$ cat src/rtl/pipe_hazard_ctrl_pkg.sv
// Shared types and constants for the 5-stage pipeline sequencing controller.
package pipe_ctrl_pkg;

  typedef enum logic [1:0] {
    RUN      = 2'd0,
    LU_STALL = 2'd1,
    MEM_WAIT = 2'd2
  } state_e;

  typedef enum logic [1:0] {
    RESP_NORMAL,
    RESP_FREEZE,
    RESP_FLUSH,
    RESP_LOADUSE
  } resp_e;

  localparam logic [4:0] REG_ZERO = 5'd0;

endpackage

$ cat src/rtl/pipe_hazard_ctrl_if.sv
// Hazard-detection inputs and pipeline-register control outputs of the controller.
interface pipe_hazard_ctrl_if;
  logic [4:0] IFID_RS_i;
  logic [4:0] IFID_RT_i;
  logic       IFID_UseRT_i;
  logic       IDEX_MemRead_i;
  logic [4:0] IDEX_RT_i;
  logic       Branch_i;
  logic       MemBusy_i;
  logic       PCWrite_o;
  logic       IFID_Write_o;
  logic       IDEX_Write_o;
  logic       EXMEM_Write_o;
  logic       IFID_Flush_o;
  logic       IDEX_Flush_o;
  logic       EXMEM_Flush_o;
  logic       MEMWB_Bubble_o;

  modport master (
    output IFID_RS_i, IFID_RT_i, IFID_UseRT_i, IDEX_MemRead_i, IDEX_RT_i,
           Branch_i, MemBusy_i,
    input  PCWrite_o, IFID_Write_o, IDEX_Write_o, EXMEM_Write_o,
           IFID_Flush_o, IDEX_Flush_o, EXMEM_Flush_o, MEMWB_Bubble_o
  );

  modport slave (
    input  IFID_RS_i, IFID_RT_i, IFID_UseRT_i, IDEX_MemRead_i, IDEX_RT_i,
           Branch_i, MemBusy_i,
    output PCWrite_o, IFID_Write_o, IDEX_Write_o, EXMEM_Write_o,
           IFID_Flush_o, IDEX_Flush_o, EXMEM_Flush_o, MEMWB_Bubble_o
  );
endinterface

$ cat src/rtl/pipe_hazard_ctrl_sat_counter.sv
// Event counter that sticks at all-ones instead of wrapping.
module sat_counter #(
  parameter int unsigned W = 16
) (
  input  logic         clk_i,
  input  logic         rst_n,
  input  logic         inc_i,
  output logic [W-1:0] cnt_o
);

  logic [W-1:0] cnt_q, cnt_d;

  always_comb begin
    cnt_d = cnt_q;
    if (inc_i && (cnt_q != '1)) cnt_d = cnt_q + 1'b1;
  end

  always_ff @(posedge clk_i or negedge rst_n) begin
    if (!rst_n) cnt_q <= '0;
    else        cnt_q <= cnt_d;
  end

  assign cnt_o = cnt_q;

endmodule

$ cat src/rtl/pipe_hazard_ctrl.sv
// Pipeline sequencing controller: load-use stalls, MEM-resolved branch flushes,
// data-memory wait states, plus saturating stall/flush event counters.
module pipe_hazard_ctrl
  import pipe_ctrl_pkg::*;
#(
  parameter int unsigned CNT_W = 16
) (
  input  logic             clk_i,
  input  logic             rst_n,
  pipe_hazard_ctrl_if.slave bus,
  output logic [CNT_W-1:0] StallCnt_o,
  output logic [CNT_W-1:0] FlushCnt_o
);

  state_e state_q, state_d;
  logic   br_pend_q, br_pend_d;
  resp_e  resp;
  logic   lu_hz;
  logic   stall_inc, flush_inc;

  assign lu_hz = bus.IDEX_MemRead_i & (bus.IDEX_RT_i != REG_ZERO) &
                 ((bus.IDEX_RT_i == bus.IFID_RS_i) |
                  (bus.IFID_UseRT_i & (bus.IDEX_RT_i == bus.IFID_RT_i)));

  always_comb begin
    state_d   = state_q;
    br_pend_d = br_pend_q;
    resp      = RESP_NORMAL;
    unique case (state_q)
      RUN, LU_STALL: begin
        // The bubble already inserted resolves the hazard, so LU_STALL masks it.
        if (bus.MemBusy_i) begin
          resp      = RESP_FREEZE;
          br_pend_d = br_pend_q | bus.Branch_i;
          state_d   = MEM_WAIT;
        end else if (bus.Branch_i) begin
          resp    = RESP_FLUSH;
          state_d = RUN;
        end else if (lu_hz && (state_q == RUN)) begin
          resp    = RESP_LOADUSE;
          state_d = LU_STALL;
        end else begin
          state_d = RUN;
        end
      end
      MEM_WAIT: begin
        if (bus.MemBusy_i) begin
          resp      = RESP_FREEZE;
          br_pend_d = br_pend_q | bus.Branch_i;
        end else if (br_pend_q || bus.Branch_i) begin
          resp      = RESP_FLUSH;
          br_pend_d = 1'b0;
          state_d   = RUN;
        end else if (lu_hz) begin
          resp    = RESP_LOADUSE;
          state_d = LU_STALL;
        end else begin
          state_d = RUN;
        end
      end
      default: begin
        state_d   = RUN;
        br_pend_d = 1'b0;
      end
    endcase
  end

  always_ff @(posedge clk_i or negedge rst_n) begin
    if (!rst_n) begin
      state_q   <= RUN;
      br_pend_q <= 1'b0;
    end else begin
      state_q   <= state_d;
      br_pend_q <= br_pend_d;
    end
  end

  always_comb begin
    bus.PCWrite_o      = 1'b1;
    bus.IFID_Write_o   = 1'b1;
    bus.IDEX_Write_o   = 1'b1;
    bus.EXMEM_Write_o  = 1'b1;
    bus.IFID_Flush_o   = 1'b0;
    bus.IDEX_Flush_o   = 1'b0;
    bus.EXMEM_Flush_o  = 1'b0;
    bus.MEMWB_Bubble_o = 1'b0;
    unique case (resp)
      RESP_FREEZE: begin
        bus.PCWrite_o      = 1'b0;
        bus.IFID_Write_o   = 1'b0;
        bus.IDEX_Write_o   = 1'b0;
        bus.EXMEM_Write_o  = 1'b0;
        bus.MEMWB_Bubble_o = 1'b1;
      end
      RESP_FLUSH: begin
        bus.IFID_Flush_o  = 1'b1;
        bus.IDEX_Flush_o  = 1'b1;
        bus.EXMEM_Flush_o = 1'b1;
      end
      RESP_LOADUSE: begin
        bus.PCWrite_o    = 1'b0;
        bus.IFID_Write_o = 1'b0;
        bus.IDEX_Flush_o = 1'b1;
      end
      default: ;
    endcase
  end

  assign stall_inc = ~bus.PCWrite_o;
  assign flush_inc = (resp == RESP_FLUSH);

  sat_counter #(.W(CNT_W)) u_stall_cnt (
    .clk_i (clk_i),
    .rst_n (rst_n),
    .inc_i (stall_inc),
    .cnt_o (StallCnt_o)
  );

  sat_counter #(.W(CNT_W)) u_flush_cnt (
    .clk_i (clk_i),
    .rst_n (rst_n),
    .inc_i (flush_inc),
    .cnt_o (FlushCnt_o)
  );

endmodule

$ cat src/flat_wrapper.sv
// flat-port wrapper written by rule: the top's interface ports become plain ports
module pipe_hazard_ctrl_flat import pipe_ctrl_pkg::*;
#(
  parameter int unsigned CNT_W = 16
)
  (clk_i, rst_n, StallCnt_o, FlushCnt_o, bus_IFID_RS_i, bus_IFID_RT_i, bus_IFID_UseRT_i, bus_IDEX_MemRead_i, bus_IDEX_RT_i, bus_Branch_i, bus_MemBusy_i, bus_PCWrite_o, bus_IFID_Write_o, bus_IDEX_Write_o, bus_EXMEM_Write_o, bus_IFID_Flush_o, bus_IDEX_Flush_o, bus_EXMEM_Flush_o, bus_MEMWB_Bubble_o);
  pipe_hazard_ctrl_if bus_i ();
  input  logic clk_i;
  input  logic rst_n;
  output logic [CNT_W-1:0] StallCnt_o;
  output logic [CNT_W-1:0] FlushCnt_o;
  input wire logic [$bits(bus_i.IFID_RS_i)-1:0] bus_IFID_RS_i;
  input wire logic [$bits(bus_i.IFID_RT_i)-1:0] bus_IFID_RT_i;
  input wire logic [$bits(bus_i.IFID_UseRT_i)-1:0] bus_IFID_UseRT_i;
  input wire logic [$bits(bus_i.IDEX_MemRead_i)-1:0] bus_IDEX_MemRead_i;
  input wire logic [$bits(bus_i.IDEX_RT_i)-1:0] bus_IDEX_RT_i;
  input wire logic [$bits(bus_i.Branch_i)-1:0] bus_Branch_i;
  input wire logic [$bits(bus_i.MemBusy_i)-1:0] bus_MemBusy_i;
  output wire logic [$bits(bus_i.PCWrite_o)-1:0] bus_PCWrite_o;
  output wire logic [$bits(bus_i.IFID_Write_o)-1:0] bus_IFID_Write_o;
  output wire logic [$bits(bus_i.IDEX_Write_o)-1:0] bus_IDEX_Write_o;
  output wire logic [$bits(bus_i.EXMEM_Write_o)-1:0] bus_EXMEM_Write_o;
  output wire logic [$bits(bus_i.IFID_Flush_o)-1:0] bus_IFID_Flush_o;
  output wire logic [$bits(bus_i.IDEX_Flush_o)-1:0] bus_IDEX_Flush_o;
  output wire logic [$bits(bus_i.EXMEM_Flush_o)-1:0] bus_EXMEM_Flush_o;
  output wire logic [$bits(bus_i.MEMWB_Bubble_o)-1:0] bus_MEMWB_Bubble_o;
  assign bus_i.IFID_RS_i = bus_IFID_RS_i;
  assign bus_i.IFID_RT_i = bus_IFID_RT_i;
  assign bus_i.IFID_UseRT_i = bus_IFID_UseRT_i;
  assign bus_i.IDEX_MemRead_i = bus_IDEX_MemRead_i;
  assign bus_i.IDEX_RT_i = bus_IDEX_RT_i;
  assign bus_i.Branch_i = bus_Branch_i;
  assign bus_i.MemBusy_i = bus_MemBusy_i;
  assign bus_PCWrite_o = bus_i.PCWrite_o;
  assign bus_IFID_Write_o = bus_i.IFID_Write_o;
  assign bus_IDEX_Write_o = bus_i.IDEX_Write_o;
  assign bus_EXMEM_Write_o = bus_i.EXMEM_Write_o;
  assign bus_IFID_Flush_o = bus_i.IFID_Flush_o;
  assign bus_IDEX_Flush_o = bus_i.IDEX_Flush_o;
  assign bus_EXMEM_Flush_o = bus_i.EXMEM_Flush_o;
  assign bus_MEMWB_Bubble_o = bus_i.MEMWB_Bubble_o;
  pipe_hazard_ctrl #(.CNT_W(CNT_W)) u_core (.clk_i(clk_i), .rst_n(rst_n), .bus(bus_i), .StallCnt_o(StallCnt_o), .FlushCnt_o(FlushCnt_o));
endmodule
$ cat config.mk
export PLATFORM = sky130hd
export DESIGN_NAME = pipe_hazard_ctrl_flat
export DESIGN_NICKNAME = d
export VERILOG_FILES = /design/src/rtl/pipe_hazard_ctrl_pkg.sv /design/src/rtl/pipe_hazard_ctrl_if.sv /design/src/rtl/pipe_hazard_ctrl_sat_counter.sv /design/src/rtl/pipe_hazard_ctrl.sv /design/src/flat_wrapper.sv
export SDC_FILE = /design/constraint.sdc
export NUM_CORES = 1
export LEC_CHECK = 0
export ABC_CLOCK_PERIOD_IN_PS = 6000
export CAP_MARGIN = 20
export CORE_MARGIN = 2
export CORE_UTILIZATION = 40
export DETAILED_ROUTE_END_ITERATION = 8
export PLACE_DENSITY = 0.8
export SLEW_MARGIN = 5
export SYNTH_ARGS = -nofsm -noshare
export SYNTH_HDL_FRONTEND = slang
export SYNTH_SLANG_ARGS = --single-unit
$ cat constraint.sdc
create_clock -name clk_i -period 6 [get_ports clk_i]
set_clock_uncertainty 0.2 [all_clocks]
set_input_delay 0.6 -clock clk_i [delete_from_list [all_inputs] [get_ports clk_i]]
set_output_delay 0.6 -clock clk_i [all_outputs]
set_load 0.01 [all_outputs]
Yosys cells after proc, flatten, opt, wreduce, memory -nomap -nowiden
Cells that the tools add are included.
{"block": "totals", "regBits": 35, "output_inout_bits": 40, "elab_cells": 56}
{"block": "op_classes", "addsub": 2, "n_eq_ne": 12, "muxes": 23, "n_bitwise": 5, "n_reduce_logical": 10}
{"cell": "adder 16 x 1 -> 16 bit (second input constant)", "n": 2}
{"cell": "!= test 16 bit (second input constant)", "n": 2}
{"cell": "2-to-1 mux 2 bit", "n": 10}
{"cell": "equality test 5 bit", "n": 2}
{"cell": "2-to-1 mux 1 bit", "n": 10}
{"cell": "one-hot mux 2 bit (2 select lines)", "n": 2}
{"cell": "equality test 2 bit (second input constant)", "n": 3}
{"cell": "OR reduction 2 bit", "n": 3}
{"cell": "nonzero test 5 bit", "n": 1}
{"cell": "equality test 2 x 1 -> 1 bit (second input constant)", "n": 2}
{"cell": "!= test 2 bit (second input constant)", "n": 2}
{"cell": "bitwise AND 1 bit", "n": 3}
{"cell": "logical AND 1 bit", "n": 3}
{"cell": "!= test 3 x 2 -> 1 bit (second input constant)", "n": 1}
{"cell": "logical NOT 2 bit", "n": 1}
{"cell": "bitwise OR 1 bit", "n": 2}
{"cell": "one-hot mux 1 bit (2 select lines)", "n": 1}
{"cell": "AND reduction 2 bit", "n": 1}
{"cell": "logical OR 1 bit", "n": 1}

Logic depth before layout (Yosys ltp)
Gate-level depths: netlist (run 1).
{"block": "logic_depth", "word_depth": 12, "depth_mapped": 8}

By module
From an unflattened synthesis (run 1), not the netlist that was laid out.
{"block": "hier_totals", "cells_unflattened": 180, "hier_area_um2": 2035.7}
{"module": "sat_counter", "instances": 2, "cells_each": 72, "area_each_um2": 859.6, "seq_area_each_um2": 400.4}
{"module": "pipe_hazard_ctrl", "instances": 1, "cells_each": 36, "area_each_um2": 316.6, "seq_area_each_um2": 75.1}

Worst setup path before layout (run 1)
No wires, ideal clock.
{"block": "synth_path", "kind": "input-to-output", "from": "in bus_IDEX_RT_i[0]", "to": "out bus_PCWrite_o", "t_arrival_ns": 1.703, "required_ns": 5.200, "slack_ns": 3.497, "path_stages": 5, "path_buffers": 1, "cell_sequence": "or4_1 > o21ai_1 > nor2_1 > a21oi_2 > buf_4"}
{"block": "synth_via", "elab_chain_cells": 12}
{"element": "start, declared", "line": "flat_wrapper.sv:16", "rtl": "input wire logic [$bits(bus_i.IDEX_RT_i)-1:0] bus_IDEX_RT_i;"}
{"element": "equality test 5 bit", "line": "pipe_hazard_ctrl.sv:23", "rtl": "(bus.IFID_UseRT_i & (bus.IDEX_RT_i == bus.IFID_RT_i)));"}
{"element": "bitwise AND 1 bit", "line": "pipe_hazard_ctrl.sv:23"}
{"element": "bitwise OR 1 bit", "line": "pipe_hazard_ctrl.sv:22", "rtl": "((bus.IDEX_RT_i == bus.IFID_RS_i) |"}
{"element": "bitwise AND 1 bit (*)", "line": "pipe_hazard_ctrl.sv:21", "rtl": "assign lu_hz = bus.IDEX_MemRead_i & (bus.IDEX_RT_i != REG_ZERO) &"}
{"element": "logical AND 1 bit", "line": "pipe_hazard_ctrl.sv:39", "rtl": "end else if (lu_hz && (state_q == RUN)) begin"}
{"element": "2-to-1 mux 2 bit", "line": "pipe_hazard_ctrl.sv:39"}
{"element": "2-to-1 mux 2 bit", "line": "pipe_hazard_ctrl.sv:36", "rtl": "end else if (bus.Branch_i) begin"}
{"element": "2-to-1 mux 2 bit", "line": "pipe_hazard_ctrl.sv:32", "rtl": "if (bus.MemBusy_i) begin"}
{"element": "one-hot mux 2 bit (2 select lines) (*)", "line": "pipe_hazard_ctrl.sv:29", "rtl": "unique case (state_q)"}
{"element": "equality test 2 bit / equality test 2 x 1 -> 1 bit (equally long branches)"}
{"element": "OR reduction 2 bit (no line) (*)"}
{"element": "2-to-1 mux 1 bit (*)"}
{"element": "end, declared", "line": "flat_wrapper.sv:19", "rtl": "output wire logic [$bits(bus_i.PCWrite_o)-1:0] bus_PCWrite_o;"}
Every way passes the cells marked *; elsewhere a longest branch is shown, timed or not.

Worst setup path in the final report (run 1)
{"block": "layout_path", "from": "in bus_IDEX_RT_i[0]", "to": "out bus_PCWrite_o"}
{"block": "layout_via", "elab_chain_cells": 12}
{"element": "equality test 5 bit", "line": "pipe_hazard_ctrl.sv:23"}
{"element": "bitwise AND 1 bit", "line": "pipe_hazard_ctrl.sv:23"}
{"element": "bitwise OR 1 bit", "line": "pipe_hazard_ctrl.sv:22"}
{"element": "bitwise AND 1 bit (*)", "line": "pipe_hazard_ctrl.sv:21"}
{"element": "logical AND 1 bit", "line": "pipe_hazard_ctrl.sv:39"}
{"element": "2-to-1 mux 2 bit", "line": "pipe_hazard_ctrl.sv:39"}
{"element": "2-to-1 mux 2 bit", "line": "pipe_hazard_ctrl.sv:36"}
{"element": "2-to-1 mux 2 bit", "line": "pipe_hazard_ctrl.sv:32"}
{"element": "one-hot mux 2 bit (2 select lines) (*)", "line": "pipe_hazard_ctrl.sv:29"}
{"element": "equality test 2 bit / equality test 2 x 1 -> 1 bit (equally long branches)", "line": "pipe_hazard_ctrl.sv:87", "rtl": "unique case (resp)"}
{"element": "OR reduction 2 bit (no line) (*)"}
{"element": "2-to-1 mux 1 bit (*)", "line": "pipe_hazard_ctrl.sv:87"}
Marks and branches as above.

==> flow_summary.json, run 1 <==
{
  "slew_headroom_pct": 36.7,
  "area_delta_synth_final_pct": 41.5,
  "grt_util_all_layers_pct": 16.7,
  "start_kind": "input pin",
  "r2r-start": "u_core.u_stall_cnt.cnt_o[7]",
  "yosys-top-cells-area": "dfrtp_1 50%, xnor2_1 16%, nand4_1 5.3%",
  "final-setup-viol-count": 0,
  "intPower_uw": 527,
  "dp_hpwl_mm": 2.74,
  "portBuffers": 60,
  "synth.top_cell.area_share_pct": 49.9,
  "met1_usage_pct": 21.1,
  "end_kind": "output pin",
  "cts_max_level": 2,
  "initialDrtViolationCount": 78,
  "hold_end": "u_core.u_stall_cnt.cnt_o[10]",
  "num_rows": 24,
  "die_w_um": 70.2,
  "grt-busiest-layer": "met2",
  "io_pins": 61,
  "routedWlPerCell_um": 12.9,
  "die_h_um": 70.2,
  "postCtsHoldBufs": 0,
  "antenna_found_initial": 0,
  "min-delay-start": "u_core.u_stall_cnt.cnt_o[10]",
  "cp_max_fo": 4,
  "ir_drop_mv": 0.220,
  "clk_pin_slew_ns": 0.06,
  "globalplace.congestion": 0.838,
  "critPathRequiredTime_ns": 5.20,
  "postSynth.asyncResetShare_pct": 100,
  "fin_tns_setup_ns": 0,
  "p_leak_nw": 1.04,
  "synth_cells": 168,
  "rsz0062_at_grt": "no",
  "max_freq_ghz": 0.292,
  "vias": 1443,
  "cts_setup_buffers": 0,
  "hold_violations": 0,
  "synth_top_area_cell": "dfrtp_1",
  "pre_cts_slack_ns": 2.57,
  "crit_chain": "clkdlybuf4s50_1 -> or4_1 -> o21ai_1 -> nor2_1 -> a21oi_2 -> clkdlybuf4s50_1",
  "synth_fp_nets": 191,
  "route.antenna.remaining_nets": 0,
  "nets": 254,
  "critPathKind": "input pin to output pin",
  "grt_max_degree": 36,
  "n_antenna_cell": 0,
  "fin_util_pct": 57.8,
  "cts_buffer_depth": 2,
  "synth.avg_cell_area_um2": 10.4,
  "synth_most_common_cell": "dfrtp_1",
  "dp.cells": 276,
  "final_cells": 284,
  "use_met2_pct": 27.1,
  "fillers": 370,
  "comb_power_share_pct": 30.4,
  "numClockSinks": 35,
  "synth-main-ff-cell": "dfrtp_1",
  "power_density_nw_per_um2": 307,
  "ys_types": 30,
  "tightest_slew_ns": 0.945,
  "clkLatencyLatePin_ns": 0.28,
  "power.switching_uw": 235,
  "ys_ff_latch": 35,
  "hold_path_depth": 1,
  "regToRegSetupSlack_ns": 3.50,
  "critPathArrivalTime_ns": 2.63,
  "status": "complete, no violations",
  "fin_crit_sh_pct": 57.1,
  "startpoint": "bus_IDEX_RT_i[0]",
  "start_util_pct": 40.9,
  "grt_pass1_wl_mm": 6.57,
  "worst_path_largest_cell_delay_ns": 0.57,
  "placed_area_um2": 2380,
  "hp-class": "flip-flop to flip-flop",
  "grt_overflow": 0,
  "post_cts_resized": 0,
  "ys_warn_count": 0,
  "regArea_um2": 876,
  "yosysSeqAreaShare_pct": 49.9,
  "r2r-end": "u_core.u_stall_cnt.cnt_o[12]",
  "synth-edff-count": 0,
  "maxCapViolations": 0,
  "seqPwrFrac_pct": 45.1,
  "globalRouteMet3Util_pct": 4.47,
  "worst_r2r_path_depth": 7,
  "drc": 0,
  "grt_pass1_vias": 1421,
  "viasPerCell": 5.08,
  "numCtsBuffers": 5,
  "crit_path_frequent_cell": "clkdlybuf4s50_1",
  "p_sw_share_pct": 30.8,
  "p_total_uw": 762,
  "finalCriticalPeriod_ns": 3.43,
  "drive_gt1_share_pct": 6.03,
  "final_area_um2": 2480,
  "drt_wl_total_mm": 3.68,
  "yosys-top-cells-count": "35 x dfrtp_1, 32 x xnor2_1, 15 x nand4_1, 14 x nand2_1, 12 x nor2_1",
  "coreArea_um2": 4290,
  "cts_tree": "done",
  "whs_ns": 0.282,
  "slowest_stage": "clkdlybuf4s50_1",
  "cts_root_buf": "clkbuf_8",
  "final_max_slew_viol_count": 0,
  "drt_first_pass_iters": 4,
  "die_area_um2": 4930,
  "multiInputGateArea_um2": 815,
  "clkPwrFrac_pct": 24.5,
  "fin_ws_ns": 2.57,
  "netlist_area_um2": 1750
}
## routing by layer
| layer | wire length [µm] | vias to the layer above | part of all wire (%) |
|---|---|---|---|
| met5 | 0 | - | 0 |
| met4 | 76 | 0 | 2.1 |
| met3 | 184 | 9 | 5.0 |
| met2 | 1790 | 37 | 49 |
| met1 | 1620 | 695 | 44 |
| li1 | - | 702 | - |
## critical path: cells and delay by family
| family | cells | cell delay (ns) |
|---|---|---|
| buffers and inverters | 2 | 1.04 |
| and+or+nand+nor | 2 | 0.61 |
| AOI/OAI and AO/OA | 2 | 0.38 |
## final cells by class
| cell class | instances | area share (%) |
|---|---|---|
| Sequential cell | 35 | 35.3 |
| Multi-Input combinational cell | 123 | 32.8 |
| Timing Repair Buffer | 61 | 24.5 |
| Clock buffer | 8 | 4.03 |
| Tap cell | 52 | 2.62 |
| Inverter | 5 | 0.756 |
## layout by cell type, fill, tap and decap left out, drive strengths merged, types with 2 or more instances in the layout
cell / n
clkdlybuf4s50: 60
nand3: 11
and3: 3
clkbuf: 8
nand2b: 2
dfrtp: 35
nor3: 3
xnor2: 32
nand2: 14
inv: 5
a21oi: 6
nor2: 13
and2: 2
nand4: 15
and4: 2
ha: 2
xor2: 8
## power groups by stage
stage / registers, mW / logic, mW / clock network, mW
finish: 0.344 / 0.232 / 0.186
global placement: 0.346 / 0.231 / 0
floorplan: 0.358 / 0.0895 / 0
detailed placement: 0.347 / 0.234 / 0
global route: 0.355 / 0.255 / 0.200
CTS: 0.344 / 0.235 / 0.191
## kinds of logic after synthesis
kind of cell               synth area share (%)
AOI/OAI and AO/OA                          4.35
xor gates and xnor gates                   20.0
adders and majority gates                  1.43
buffers and inverters                      3.64
DFF                                        49.9
muxes                                     0.642
and+or+nand+nor                            20.0
## registers in the layout (all words and copies together), names as in the netlist
register and count:
u_core.u_flush_cnt.cnt_o 16, u_core.u_stall_cnt.cnt_o 16, u_core.state_q 2, u_core.br_pend_q 1
## how the worst max path moves through the flow
stage	endpoint	slack [ns]	cells past startpoint
floorplan	bus_PCWrite_o	3.50	5
global placement	bus_IFID_Write_o	2.59	6
detailed placement	bus_PCWrite_o	2.57	6
CTS	bus_PCWrite_o	2.57	6
global route	bus_IDEX_Flush_o	2.42	8
finish	bus_PCWrite_o	2.57	6
(Power assumes the default switching activity.)
==> run 2, diff against run 1 <==
--- a/config.mk
+++ b/config.mk
@@ -5,7 +5,7 @@
 export SDC_FILE = /design/constraint.sdc
 export NUM_CORES = 1
 export LEC_CHECK = 0
-export ABC_CLOCK_PERIOD_IN_PS = 6000
+export ABC_CLOCK_PERIOD_IN_PS = 3500
 export CAP_MARGIN = 20
 export CORE_MARGIN = 2
 export CORE_UTILIZATION = 40
==> constraint.sdc (replaced) <==
create_clock -name clk_i -period 3.5 [get_ports clk_i]
set_clock_uncertainty 0.2 [all_clocks]
set_input_delay 0.35 -clock clk_i [delete_from_list [all_inputs] [get_ports clk_i]]
set_output_delay 0.35 -clock clk_i [all_outputs]
set_load 0.01 [all_outputs]
==> flow_summary.json, run 2 (synthesis gave the netlist of run 1 again) <==
{
  "grt_pass1_wl_mm": 6.60,
  "grt_util_all_layers_pct": 16.7,
  "hp-class": "input pin to asynchronous set/reset pin",
  "globalplace.congestion": 0.837,
  "numCtsBuffers": 5,
  "initialDrtViolationCount": 65,
  "dp_hpwl_mm": 2.85,
  "hold_violations": 0,
  "cts_buffer_depth": 2,
  "drive_gt1_share_pct": 6.01,
  "status": "complete, no violations",
  "critPathArrivalTime_ns": 2.37,
  "final-setup-viol-count": 0,
  "drc": 0,
  "start_kind": "input pin",
  "p_leak_nw": 1.03,
  "drt_first_pass_iters": 4,
  "die_w_um": 70.2,
  "cts_max_level": 2,
  "layout_common_cells": "60 x clkdlybuf4s50_1, 35 x dfrtp_1, 32 x xnor2_1",
  "die_h_um": 70.2,
  "n_antenna_cell": 0,
  "maxCapViolations": 0,
  "cts_setup_buffers": 0,
  "numClockSinks": 35,
  "start_util_pct": 40.9,
  "final_cells": 285,
  "coreArea_um2": 4290,
  "grt_max_degree": 36,
  "vias": 1414,
  "io_pins": 61,
  "critPathKind": "input pin to output pin",
  "route.antenna.remaining_nets": 0,
  "max_freq_ghz": 0.342,
  "clkLatencyLatePin_ns": 0.28,
  "viasPerCell": 4.96,
  "routedWlPerCell_um": 13.3,
  "final_max_slew_viol_count": 0,
  "tightest_slew_ns": 0.461,
  "cts_root_buf": "clkbuf_8",
  "rsz0062_at_grt": "no",
  "area_delta_synth_final_pct": 40.9,
  "antenna_found_initial": 0,
  "portBuffers": 60,
  "whs_ns": 0.275,
  "postCtsHoldBufs": 0,
  "post_cts_resized": 0,
  "dp.cells": 277,
  "clk_pin_slew_ns": 0.07,
  "finalCriticalPeriod_ns": 2.92,
  "final_common_cell": "clkdlybuf4s50_1",
  "num_rows": 24,
  "end_kind": "output pin",
  "nets": 255,
  "grt_overflow": 0,
  "drt_wl_total_mm": 3.80,
  "grt_pass1_vias": 1440,
  "ir_drop_mv": 0.429,
  "critPathRequiredTime_ns": 2.95,
  "fin_crit_sh_pct": 83.5,
  "slew_headroom_pct": 69.1,
  "die_area_um2": 4930,
  "fin_tns_setup_ns": 0,
  "cts_tree": "done",
  "fillers": 394,
  "cp_max_fo": 4,
  "power_density_nw_per_um2": 512
}
[run 2: per-layer routing]
layer / track usage (%) / vias to the layer above / part of all wire, %
met5: 0 / - / 0
met4: 3.85 / 0 / 0.79
li1: - / 699 / -
met3: 4.91 / 4 / 4.3
met1: 21.1 / 676 / 45
met2: 28.1 / 35 / 50
[run 2: through the flow]
step                      util (%)  cell area (µm²)  total power [mW]  setup WS, ns
final                         57.5             2470              1.27         0.577
after global routing          57.5             2470              1.34         0.422
after CTS                     57.5             2470              1.28         0.569
after detailed placement      55.7             2390             0.997         0.569
after global placement        55.7             2390             0.990         0.593
after floorplan                  -             1750             0.767          1.45
[run 2: path summary, 6_finish.rpt]
| check | slack, ns | start | depth (start not counted) | endpoint |
|---|---|---|---|---|
| hold reg to reg | 0.29 | u_core.u_stall_cnt.cnt_o[10] | 1 | u_core.u_stall_cnt.cnt_o[10] |
| max in group asynchronous | 2.51 | rst_n | 2 | u_core.u_stall_cnt.cnt_o[14] |
| hold / removal | 0.28 | rst_n | 2 | u_core.br_pend_q |
| setup reg to reg | 1.23 | u_core.state_q[1] | 6 | u_core.u_flush_cnt.cnt_o[13] |
| setup / recovery | 0.58 | bus_IDEX_RT_i[0] | 6 | bus_PCWrite_o |
| min in group clk_i | 0.29 | u_core.u_stall_cnt.cnt_o[10] | 1 | u_core.u_stall_cnt.cnt_o[10] |
[run 2: power breakdown]
group	internal, mW	leakage [nW]	switching, mW
sequential	0.483	0.449	0.106
combinational	0.242	0.541	0.157
clock	0.140	0.0422	0.138
[run 2: critical path, cell delays in order]
cell	delay, ns
clkdlybuf4s50_1	0.46
or4_1	0.54
o21ai_1	0.15
nor2_1	0.07
a21oi_2	0.22
clkdlybuf4s50_1	0.58
[run 2: cell type report]
cell class	instances	area (µm²)	share of cell area [%]
Clock buffer	7	76.3	3.09
Clock inverter	1	5.00	0.203
Inverter	5	18.8	0.759
Multi-Input combinational cell	123	815	33.0
Sequential cell	35	876	35.4
Tap cell	52	65.1	2.63
Timing Repair Buffer	62	616	24.9
==> run 3, diff against run 2 <==
--- a/config.mk
+++ b/config.mk
@@ -5,12 +5,12 @@
 export SDC_FILE = /design/constraint.sdc
 export NUM_CORES = 1
 export LEC_CHECK = 0
-export ABC_CLOCK_PERIOD_IN_PS = 3500
+export ABC_CLOCK_PERIOD_IN_PS = 2450
 export CAP_MARGIN = 20
 export CORE_MARGIN = 2
 export CORE_UTILIZATION = 40
 export DETAILED_ROUTE_END_ITERATION = 8
-export PLACE_DENSITY = 0.8
+export PLACE_DENSITY = 0.83
 export SLEW_MARGIN = 5
 export SYNTH_ARGS = -nofsm -noshare
 export SYNTH_HDL_FRONTEND = slang
==> constraint.sdc (replaced) <==
create_clock -name clk_i -period 2.45 [get_ports clk_i]
set_clock_uncertainty 0.2 [all_clocks]
set_input_delay 0.245 -clock clk_i [delete_from_list [all_inputs] [get_ports clk_i]]
set_output_delay 0.245 -clock clk_i [all_outputs]
set_load 0.01 [all_outputs]
==> flow_summary.json, run 3 (synthesis gave the netlist of run 1 again) <==
{
  "status": "complete, no violations",
  "power_density_nw_per_um2": 753,
  "worst_path_largest_cell_delay_ns": 0.54,
  "regToRegSetupSlack_ns": 0.26,
  "r2r-end": "u_core.u_stall_cnt.cnt_o[6]",
  "portBuffers": 60,
  "drt_first_pass_iters": 5,
  "routed-wl-met3_um": 197,
  "grt_max_degree": 36,
  "viasPerCell": 5.11,
  "vias": 1506,
  "antenna_found_initial": 0,
  "p_total_mw": 1.95,
  "finalCriticalPeriod_ns": 2.39,
  "grt_pass1_vias": 1519,
  "cts_setup_buffers": 0,
  "p_leak_nw": 1.11,
  "grt_pass1_wl_mm": 6.58,
  "critPathBufInv": 2,
  "highest_layer": "met4",
  "grt_overflow": 0,
  "fillers": 361,
  "cts_root_buf": "clkbuf_8",
  "die_w_um": 70.2,
  "clk_pin_slew_ns": 0.07,
  "hp-class": "input pin to asynchronous set/reset pin",
  "final_max_slew_viol_count": 0,
  "ir_drop_mv": 0.448,
  "fin_tns_setup_ns": 0,
  "final_common_cell": "clkdlybuf4s50_1",
  "worst_r2r_path_depth": 7,
  "slowest_stage": "or4_4",
  "start_kind": "input pin",
  "dp_hpwl_mm": 2.92,
  "numClockSinks": 35,
  "wl_met2_mm": 2.03,
  "hold_violations": 0,
  "final-setup-viol-count": 0,
  "cp_top_family": "buffers and inverters",
  "n_antenna_cell": 0,
  "maxCapViolations": 0,
  "route.antenna.remaining_nets": 0,
  "drive_gt1_share_pct": 12.8,
  "numCtsBuffers": 5,
  "routedWlPerCell_um": 13.4,
  "area_delta_synth_final_pct": 47.7,
  "io_pins": 61,
  "end_kind": "output pin",
  "cts_tree": "done",
  "die_h_um": 70.2,
  "fin_crit_sh_pct": 97.6,
  "grt_util_all_layers_pct": 16.8,
  "r2r-start": "u_core.u_stall_cnt.cnt_o[7]",
  "crit_chain": "clkdlybuf4s50_1 -> or4_4 -> o21ai_2 -> nor2_1 -> a21oi_2 -> dlygate4sd2_1",
  "num_rows": 24,
  "initialDrtViolationCount": 45,
  "tightest_slew_ns": 0.431,
  "critPathRequiredTime_ns": 2.01,
  "drt-met1-wl_mm": 1.68,
  "whs_ns": 0.162,
  "die_area_um2": 4930,
  "layout_common_cells": "57 x clkdlybuf4s50_1, 35 x dfrtp_1, 32 x xnor2_1",
  "max_freq_ghz": 0.418,
  "drc": 0,
  "critPathArrivalTime_ns": 1.95,
  "cp_max_fo": 4,
  "globalplace.congestion": 0.818,
  "fin_ws_ns": 0.0591,
  "cts_max_level": 2,
  "start_util_pct": 40.9,
  "pre_cts_slack_ns": -0.238,
  "slew_headroom_pct": 71.2,
  "clkLatencyLatePin_ns": 0.29,
  "drt_wl_total_mm": 3.95,
  "coreArea_um2": 4290,
  "postCtsHoldBufs": 0,
  "cts_buffer_depth": 2,
  "critPathKind": "input pin to output pin",
  "nets": 265
}
==> run 3: changes by cell type in the layout (fill, tap and decap cells not counted), sizes merged <==
cell / previous run / this run
clkdlybuf4s50: 60 / 57
bufinv: 0 / 1
buf: 2 / 12
clkinv: 1 / 2
dlygate4sd2: 0 / 2
clkbuf: 7 / 6
==> run 3: layout make-up <==
class / count / area (µm²) / share of cell area [%]
inverters: 5 / 18.8 / 0.724
clock buffers: 5 / 68.8 / 2.66
repair buffers: 72 / 683 / 26.4
multi-input cells: 123 / 836 / 32.3
clock inverters: 3 / 43.8 / 1.69
flip-flops and latches: 35 / 876 / 33.8
well taps: 52 / 65.1 / 2.51
==> run 3: how the worst max path moves through the flow <==
| stage | from | endpoint | slack, ns | depth (start not counted) |
|---|---|---|---|---|
| final | bus_IDEX_RT_i[0] | bus_PCWrite_o | 0.06 | 6 |
| after global placement | bus_IDEX_RT_i[0] | bus_PCWrite_o | -0.19 | 6 |
| after floorplan | u_core.state_q[1] | u_core.u_flush_cnt.cnt_o[13] | 0.40 | 7 |
| after global routing | bus_IDEX_RT_i[0] | bus_PCWrite_o | -0.01 | 6 |
| after detailed placement | bus_IDEX_RT_i[0] | bus_IDEX_Flush_o | -0.24 | 8 |
| after CTS | bus_IDEX_RT_i[0] | bus_IDEX_Flush_o | -0.02 | 8 |
==> run 3: repair_timing <==
item | 4_1_cts | 5_1_grt
pin swaps | 0 | 3
setup endpoints to repair | 3 | 1
gates resized for setup | 5 | 4
==> run 3: worst register-to-register path, delay by kind of cell (launching register included) <==
kind / cells / cell delay, ns
AOI/OAI and AO/OA: 1 / 0.30
and+or+nand+nor: 4 / 0.93
xor gates and xnor gates: 1 / 0.13
DFF: 1 / 0.46
buffers and inverters: 1 / 0.06
==> run 3: power by group <==
part	total, mW	switching [mW]	internal [mW]
logic	0.588	0.232	0.356
clock network	0.520	0.218	0.303
registers	0.842	0.152	0.690
==> run 3: routing by layer <==
layer | up-vias | global-route usage [%]
met3 | 9 | 5.34
met1 | 721 | 19.4
met2 | 46 | 29.9
met4 | 0 | 4.49
li1 | 730 | -
met5 | - | 0
==> run 3: per-stage QoR <==
step,instances,utilization (%),cell area (µm²)
5_1_grt,295,60.3,2590
4_1_cts,295,60.1,2580
3_5_place_dp,287,57.4,2460
6_report,295,60.3,2590
2_1_floorplan,168,-,1750
3_3_place_gp,287,57.4,2460
